**config.mk**
```make
export PLATFORM = sky130hd
export DESIGN_NAME = if_id_buffer
export DESIGN_NICKNAME = d
export VERILOG_FILES = /design/src/rtl/if_id_buffer_pkg.sv /design/src/rtl/fetch_fifo.sv /design/src/rtl/if_id_buffer.sv
export SDC_FILE = /design/constraint.sdc
export NUM_CORES = 1
export LEC_CHECK = 0
export ABC_AREA = 1
export BUFFER_PORTS_ARGS = -buffer_cell sky130_fd_sc_hd__buf_2
export CAP_MARGIN = 30
export CORE_MARGIN = 5
export CORE_UTILIZATION = 54
export DETAILED_ROUTE_END_ITERATION = 10
export PLACE_DENSITY = 0.85
export SETUP_SLACK_MARGIN = 0.02
export SKIP_LAST_GASP = 1
export SLEW_MARGIN = 30
export SYNTH_ARGS = -nofsm -noshare
export SYNTH_HDL_FRONTEND = slang
export SYNTH_HIERARCHICAL = 1
export SYNTH_SLANG_ARGS = --single-unit
```
**constraint.sdc**
```tcl
create_clock -name clk -period 7.4 [get_ports clk]
set_clock_uncertainty 0.15 [all_clocks]
set_input_delay 2.22 -clock clk [delete_from_list [all_inputs] [get_ports clk]]
set_output_delay 2.22 -clock clk [all_outputs]
set_load 0.01 [all_outputs]
```
**src/rtl/if_id_buffer_pkg.sv**
```systemverilog
// Shared constants for the IF->ID boundary: bus layout and queue entry width.
package if_id_buffer_pkg;
   localparam int IF_TO_ID_WD        = 97;
   localparam int IBUF_ENTRY_WD      = 96;
   localparam int IF_TO_ID_VALID_BIT = 96;
endpackage

```
**src/rtl/fetch_fifo.sv**
```systemverilog
// Generic synchronous FIFO with clear; head is the combinational read of the oldest entry.
module fetch_fifo #(
   parameter  int WIDTH = 96,
   parameter  int DEPTH = 4,
   localparam int PTR_W = $clog2(DEPTH),
   localparam int CNT_W = PTR_W + 1
) (
   input  logic             clk,
   input  logic             rst_n,
   input  logic             push,
   input  logic             pop,
   input  logic             clr,
   input  logic [WIDTH-1:0] din,
   output logic [WIDTH-1:0] head,
   output logic [CNT_W-1:0] count
);

   logic [WIDTH-1:0] mem [DEPTH];
   logic [PTR_W-1:0] wr_ptr, rd_ptr;
   logic             full, empty, do_push, do_pop;

   assign full    = (count == CNT_W'(DEPTH));
   assign empty   = (count == '0);
   // A push into a full queue is dropped rather than overwriting the head.
   assign do_push = push & ~full;
   assign do_pop  = pop & ~empty;
   assign head    = mem[rd_ptr];

   always_ff @(posedge clk or negedge rst_n) begin
      if (!rst_n) begin
         wr_ptr <= '0;
         rd_ptr <= '0;
         count  <= '0;
      end else if (clr) begin
         wr_ptr <= '0;
         rd_ptr <= '0;
         count  <= '0;
      end else begin
         if (do_push) wr_ptr <= wr_ptr + 1'b1;
         if (do_pop)  rd_ptr <= rd_ptr + 1'b1;
         count <= count + CNT_W'(do_push) - CNT_W'(do_pop);
      end
   end

   always_ff @(posedge clk) begin
      if (do_push && !clr) mem[wr_ptr] <= din;
   end

   always_ff @(posedge clk) begin
      if (rst_n && !clr) begin
         overflow_chk: assert (!(push && full));
      end
   end

endmodule

```
**src/rtl/if_id_buffer.sv**
```systemverilog
// Fetch->decode buffer: pairs each SRAM response with its request PC, queues it
// against decode stalls, drops flushed/replayed responses and requests fetch stall.
module if_id_buffer
   import if_id_buffer_pkg::*;
#(
   parameter int DEPTH = 4,
   parameter int PC_WD = 64
) (
   input  logic                   clk,
   input  logic                   rst_n,
   input  logic                   flush,
   input  logic [5:0]             stall,
   input  logic                   inst_sram_en,
   input  logic [PC_WD-1:0]       inst_sram_addr,
   input  logic [63:0]            inst_sram_rdata,
   output logic [IF_TO_ID_WD-1:0] if_to_id_bus,
   output logic                   stallreq_if
);

   localparam int CNT_W = $clog2(DEPTH) + 1;

   logic                     req_q;
   logic [PC_WD-1:0]         pc_q;
   logic [31:0]              inst;
   logic                     resp_valid, nonempty, deq;
   logic [IBUF_ENTRY_WD-1:0] head;
   logic [CNT_W-1:0]         count;
   logic [CNT_W:0]           occ;
   logic                     unused_stall;

   // A request under stall[0] is a replay of a held PC; its response must not be kept.
   always_ff @(posedge clk or negedge rst_n) begin
      if (!rst_n) begin
         req_q <= 1'b0;
         pc_q  <= '0;
      end else begin
         req_q <= inst_sram_en & ~stall[0] & ~flush;
         pc_q  <= inst_sram_addr;
      end
   end

   assign inst       = pc_q[2] ? inst_sram_rdata[63:32] : inst_sram_rdata[31:0];
   assign resp_valid = req_q & ~flush;
   assign nonempty   = (count != '0);
   assign deq        = nonempty & ~stall[1] & ~flush;

   fetch_fifo #(
      .WIDTH (IBUF_ENTRY_WD),
      .DEPTH (DEPTH)
   ) u_fifo (
      .clk   (clk),
      .rst_n (rst_n),
      .push  (resp_valid),
      .pop   (deq),
      .clr   (flush),
      .din   ({pc_q, inst}),
      .head  (head),
      .count (count)
   );

   // Registers only, and ignores a same-cycle dequeue: no loop through stall control.
   assign occ         = {1'b0, count} + {{CNT_W{1'b0}}, req_q};
   assign stallreq_if = (occ >= (CNT_W+1)'(DEPTH));

   assign if_to_id_bus[IF_TO_ID_VALID_BIT]  = nonempty & ~flush;
   assign if_to_id_bus[IBUF_ENTRY_WD-1:0]   = nonempty ? head : '0;

   assign unused_stall = ^stall[5:2];

endmodule

```
==> metrics.md, run 1 <==
| Metric | Value |
|---|---|
| Outcome | completed |
| Post-placement cell area | 0.0190 mm^2 |
| Grt total ovfl | 0 |
| Pwr dens | 254 mW/mm^2 |
| Number of iterations in the first detailed-routing pass | 5 |
| Count leader, synth | edfxtp_1 |
| Startpoint Class | flip-flop |
| Total track usage | 0.206 |
| Hold depth | 0 |
| Setup slack after layout | 1560 ps |
| F_max | 171 MHz |
| Worst-Margin Slew | 872 ps |
| Pre-CTS setup slack | 2100 ps |
| Flop2flop setup slack | 4470 ps |
| Clock sink count | 456 |
| Area growth syn-to-layout | 16.9% |
| Post-CTS Repair Setup Buffers | 0 |
| Cts repair resizes | 0 |
| Synth warnings | 6 |
| Library cells used by synthesis | 20 |
| Post-synth EDFFs | 384 |
| Synth area leaders | edfxtp_1, dfrtp_1, nor2_1, o21ai_0, o22ai_1 |
| Number of routed nets with antenna violations | 0 |
| Minimum clock period | 5840 ps |
| DRC | 0 |
| Worst EP arrival | 3470 ps |
| RSZ-0062 raised after global routing | false |
| Worst EP required | 5030 ps |
| Initial antenna violation count | 0 |
| Final Max Slew Viols | 0 |
| Row Count | 66 |
| Worst Setup End Kind | output pin |
| Top cells by count, synth | edfxtp_1, nor2_1, o21ai_0 |
| Vias per inst | 5.40 |
| Sequential Area | 0.0133 mm^2 |
| CTS max path bufs | 3 |
| Overall die width | 190 um |
| Worst slew margin | 0.419 |
| Vias in the first global route | 11500 |
| Final setup vio count | 0 |
| First-pass GRT wire length | 58800 um |
| Number of top-level pins | 236 |
| Peak VDD IR | 0.000164 V |
| Largest net degree at the start of global routing | 109 |
| Core area | 0.0323 mm^2 |
| Synth area leader | edfxtp_1 |
| Root Driver | clkbuf_16 |
| Total of max-cap violations | 0 |
| H-tree levels | 2 |
| Starting density of the core | 0.542 |
| Worst reg2reg endpoint | u_fifo/mem[1][49] |
| Core Util, Final | 0.634 |
| CTS clk-pin slew, worst paths | 60 ps |
| Fin crit share | 0.789 |
| Hold Violations, Final | 0 |
| Fin cells | 2060 |
| Seq/Total Area, Yosys | 0.762 |
| Mapped Cells | 1373 |
| Num CTS Buffers | 43 |
| Proportion of layout cells with a drive suffix above 1 | 0.201 |
| Fill count | 2259 |
| Hold EP | u_fifo/mem[2][58] |
| R2R Path Start | u_fifo/count[1] |
| # nets final | 1731 |
| DR WL/cell | 18.3 um |
| Clock Latency Late Sink | 530 ps |
| Min-Delay Path Class | flip-flop to flip-flop |
| Post-synth top area share | 0.659 |
| PortBufs | 231 |
| Post-Syn Area per Cell | 12.7 um^2 |
| CP Class | flip-flop to output pin |
| Netlist Area Pre-Place | 0.0175 mm^2 |
| Post-CTS Hold Buffers | 0 |
| Main synth FF type | edfxtp_1 |
| Leakage | 8.23 nW |
| CTS tree | yes |
| DRT iter0 DRCs | 879 |
| Post-route cell area | 0.0205 mm^2 |
| Crit-path max FO | 108 |
| Total Die Area | 0.0361 mm^2 |
| FF+latch count, synth | 456 |
| Total vias in the final route | 11100 |
| ANT cells | 0 |
| Routability Congestion | 0.758 |
| Worst r2r path cells | 5 |
| Area occupied by multi-input gates | 0.00323 mm^2 |
| Setup TNS | 0 ps |
| Drt total wl | 37700 um |
| Share of async-settable or async-resettable flops after synthesis | 0.158 |
| HPWL after DPL | 20900 um |
| Dpl cells | 1981 |
| Die Height | 190 um |
| Synthesized net count | 1518 |
| Hold_sp | pc_q[26] |
-- power by group --
group | total [mW] | switching, mW | leakage [nW] | internal, mW
Sequential | 2.84 | 0.0236 | 4.31 | 2.82
Combinational | 0.139 | 0.0881 | 3.21 | 0.0511
Clock | 2.21 | 0.888 | 0.704 | 1.32
Total | 5.19 | 1.00 | 8.23 | 4.19
-- critical path, cell delays in order, from the launching register on --
cell and delay [ps]:
dfrtp_4 660, buf_12 270, inv_6 620, buf_4 540
o21ai_0 140, o22ai_1 160, inv_1 60, nor2_1 160
buf_2 170
-- per-stage QoR --
| stage | total power [mW] | hold slack, ps |
|---|---|---|
| floorplan | 2.95 | 305 |
| CTS | 5.23 | 337 |
| global placement | 3.03 | 309 |
| finish | 5.19 | 334 |
| global route | 5.36 | 356 |
| detailed placement | 3.04 | 322 |
-- cell families (layout without fill, tap and decap cells) --
kind of cell,count (synthesis),count (layout),share of synthesized area
buf+inv,229,474,0.0557
fa+ha+maj,7,7,0.00543
compound gates,321,321,0.0986
flops,456,456,0.762
simple gates,360,360,0.0785
-- worst max-delay path by stage --
stage / start / end / slack [ps] / depth (start not counted)
2_1_floorplan: flush / u_fifo/mem[0][0] / 120 / 3
3_3_place_gp: u_fifo/rd_ptr[0] / if_to_id_bus[0] / 2160 / 6
3_5_place_dp: u_fifo/rd_ptr[0] / if_to_id_bus[16] / 2100 / 7
4_1_cts: u_fifo/rd_ptr[0] / if_to_id_bus[16] / 1540 / 7
5_1_grt: u_fifo/rd_ptr[0] / if_to_id_bus[16] / 1300 / 8
6_report: u_fifo/rd_ptr[0] / if_to_id_bus[10] / 1560 / 8
-- flip-flops by register name, indices dropped and copies added (netlist names) --
signal,cells
u_fifo/mem,384
req_q,1
u_fifo/wr_ptr,2
u_fifo/count,3
u_fifo/rd_ptr,2
pc_q,64
-- routing by layer --
metal	global-route usage	wire length, um	vias up
met3	0.0338	2260	72
li1	-	-	5207
met2	0.364	19600	405
met5	0	0	-
met4	0.0637	857	0
met1	0.263	15000	5441
-- final cells by class --
class,count,area share
sequential,456,0.652
multi-input combinational,688,0.158
timing repair buffer,248,0.0651
clock buffer,59,0.0590
inverter,149,0.0278
tap,442,0.0270
clock inverter,18,0.0113
-- cell usage in the layout, fill, tap and decap left out --
cell type   Yosys  layout
a21oi_1         1       1
buf_12          0       2
buf_16          0       1
buf_2          38     230
buf_4           4      15
bufinv_16       0       5
clkbuf_1       31       9
clkbuf_16       0      43
clkbuf_8        0       7
clkinv_1        1       2
clkinv_2        0       8
clkinvlp_4      0       2
dfrtp_1        72      69
dfrtp_4         0       3
edfxtp_1      384     384
fa_1            1       1
ha_1            6       6
inv_1         145     145
inv_4           0       1
inv_6           0       4
nand2_1        46      46
nand3_1         7       7
nand4_1         4       4
nor2_1        302     298
nor2_4          0       4
nor3b_1         1       1
o21ai_0       151     151
o21ai_1        73      73
o22ai_1        96      96
Note: power is estimated with default switching activity, not from simulation.
==> run 2: changes to the inputs <==
clock period = 5.8 ns   (was 7.4 ns; I/O delays follow)
==> metrics.md, run 2 (same netlist as run 1, synthesis figures left out) <==
| Metric | Value |
|---|---|
| Commonest non-fill, non-tap cell in the layout | edfxtp_1 |
| Largest reg by FF count | u_fifo/mem |
| Drt total wl | 37200 um (-1.3%) |
| Flop2flop setup slack | 3100 ps (-1370 ps) |
| Final Max Slew Viols | 0 (unchanged) |
| Worst slew margin | 0.407 (-0.0116) |
| Routability Congestion | 0.745 (-1.8%) |
| Worst r2r path cells | 5 (unchanged) |
| PortBufs | 231 (unchanged) |
| First-pass GRT wire length | 58100 um (-1.2%) |
| Clock sink count | 456 (unchanged) |
| Crit-path cells | clkinv_2 > buf_12 > o21ai_0 > o22ai_1 > inv_1 > nor2_1 > buf_2 |
| Worst-Margin Slew | 887 ps (+15.3 ps) |
| Die Height | 190 um (unchanged) |
| Post-CTS Hold Buffers | 0 (unchanged) |
| Cts repair resizes | 0 (unchanged) |
| Worst EP required | 3910 ps (-1120 ps) |
| F_max | 219 MHz |
| CTS max path bufs | 3 (unchanged) |
| Row Count | 66 (unchanged) |
| Overall die width | 190 um (unchanged) |
| Initial antenna violation count | 0 (unchanged) |
| DRT iter0 DRCs | 877 (-0.23%) |
| Core area | 0.0323 mm^2 (unchanged) |
| RSZ-0062 raised after global routing | false |
| Min-Delay Path Class | flip-flop to flip-flop |
| Final setup vio count | 0 (unchanged) |
| Grt total ovfl | 0 (unchanged) |
| ANT cells | 0 (unchanged) |
| Hold EP | u_fifo/mem[2][42] |
| Proportion of layout cells with a drive suffix above 1 | 0.200 (-0.000495) |
| Startpoint Class | flip-flop |
| R2R Path Start | req_q |
| H-tree levels | 2 (unchanged) |
| Delay-heaviest family, CP | buffers and inverters |
| Buffer and inverter count on the worst path | 4 (-1) |
| Sequential Area | 0.0133 mm^2 (unchanged) |
| Root Driver | clkbuf_16 |
| Crit-path max FO | 96 (-11%) |
| CP Class | flip-flop to output pin |
| Worst Setup End Kind | output pin |
| Outcome | completed |
| DRC | 0 (unchanged) |
| HPWL after DPL | 20600 um (-1.8%) |
| Total Die Area | 0.0361 mm^2 (unchanged) |
| CTS clk-pin slew, worst paths | 60 ps (about the same) |
| Worst reg2reg endpoint | u_fifo/mem[1][75] |
| Clock Latency Late Sink | 530 ps (about the same) |
| Vias in the first global route | 11300 (-1.6%) |
| Fin crit share | 0.787 |
| Critical path's slowest cell | dfrtp_4 |
| Setup TNS | 0 ps (unchanged) |
| Minimum clock period | 4560 ps |
| Critical Path Max Stage Delay | 770 ps (+110 ps) |
| Largest net degree at the start of global routing | 112 (+2.8%) |
| Num CTS Buffers | 44 (+2.3%) |
| Vias per inst | 5.37 (-0.53%) |
| Starting density of the core | 0.542 (unchanged) |
| Fill count | 2271 (+0.53%) |
| Hold_sp | pc_q[10] |
| Total vias in the final route | 11100 (-0.33%) |
| Area occupied by multi-input gates | 0.00323 mm^2 (unchanged) |
| Number of routed nets with antenna violations | 0 (unchanged) |
| Post-placement cell area | 0.0191 mm^2 (+0.56%) |
| Max reg flops | 384 (unchanged) |
| Total track usage | 0.204 (-0.00214) |
| # nets final | 1732 (+0.058%) |
| Hold depth | 0 (unchanged) |
| Post-route cell area | 0.0205 mm^2 (+0.20%) |
| Number of iterations in the first detailed-routing pass | 5 (unchanged) |
| Peak VDD IR | 0.000258 V (+58%) |
| Leakage | 8.25 nW (+0.25%) |
| Registers with the most flip-flops | u_fifo/mem (384), pc_q (64), u_fifo/count (3) |
| Most frequent cells in the layout | edfxtp_1, nor2_1, buf_2 |
| Total of max-cap violations | 0 (unchanged) |
| DR WL/cell | 18.0 um (-1.5%) |
| Hold Violations, Final | 0 (unchanged) |
| Pwr dens | 319 mW/mm^2 (+26%) |
| Post-CTS Repair Setup Buffers | 0 (unchanged) |
| Worst EP arrival | 2670 ps (-800 ps) |
| Number of top-level pins | 236 (unchanged) |
| Area growth syn-to-layout | 17.1% |
| Levels on crit path | 7 (-1) |
| Core Util, Final | 0.635 (+0.00124) |
| CTS tree | yes |
-- run 2: cell types whose count changed in the layout (fill, tap and decap cells not counted), sizes merged --
cell and change:
clkbuf +10, clkinvlp -1, clkinv +1, inv -1
bufinv -5
-- run 2: final cells by class --
| type | count | share of cell area |
|---|---|---|
| clock buffer | 69 | 0.0653 |
| clock inverter | 12 | 0.00391 |
| inverter | 149 | 0.0277 |
| multi-input combinational | 688 | 0.157 |
| sequential | 456 | 0.651 |
| tap | 442 | 0.0270 |
| timing repair buffer | 248 | 0.0678 |
-- run 2: where the power goes --
group | switching [mW] | internal (mW) | leakage [nW]
clock | 1.13 | 1.59 | 0.699
sequential | 0.0308 | 3.60 | 4.31
combinational | 0.112 | 0.0670 | 3.24
-- run 2: how the worst max path moves through the flow --
stage	startpoint	to	slack, ps
floorplan	flush	u_fifo/mem[0][0]	-1000
CTS	u_fifo/rd_ptr[1]	if_to_id_bus[0]	1210
detailed placement	flush	u_fifo/mem[1][69]	1560
finish	u_fifo/rd_ptr[1]	if_to_id_bus[2]	1240
global placement	flush	u_fifo/mem[1][69]	1600
global route	u_fifo/rd_ptr[1]	if_to_id_bus[0]	1040
-- run 2: routing by layer --
layer	vias to the layer above	wire (um)	global-route usage
met2	448	19100	0.354
li1	5218	-	-
met5	-	0	0
met1	5352	14800	0.268
met3	70	2480	0.0295
met4	0	877	0.0637
-- run 2: stage by stage --
stage	hold slack [ps]	total power, mW	cells	setup slack (ps)
6_report	337	6.53	2064	1240
3_3_place_gp	312	3.86	1982	1600
4_1_cts	333	6.58	2064	1210
3_5_place_dp	322	3.88	1983	1560
2_1_floorplan	305	3.76	1373	-997
5_1_grt	350	6.74	2064	1040
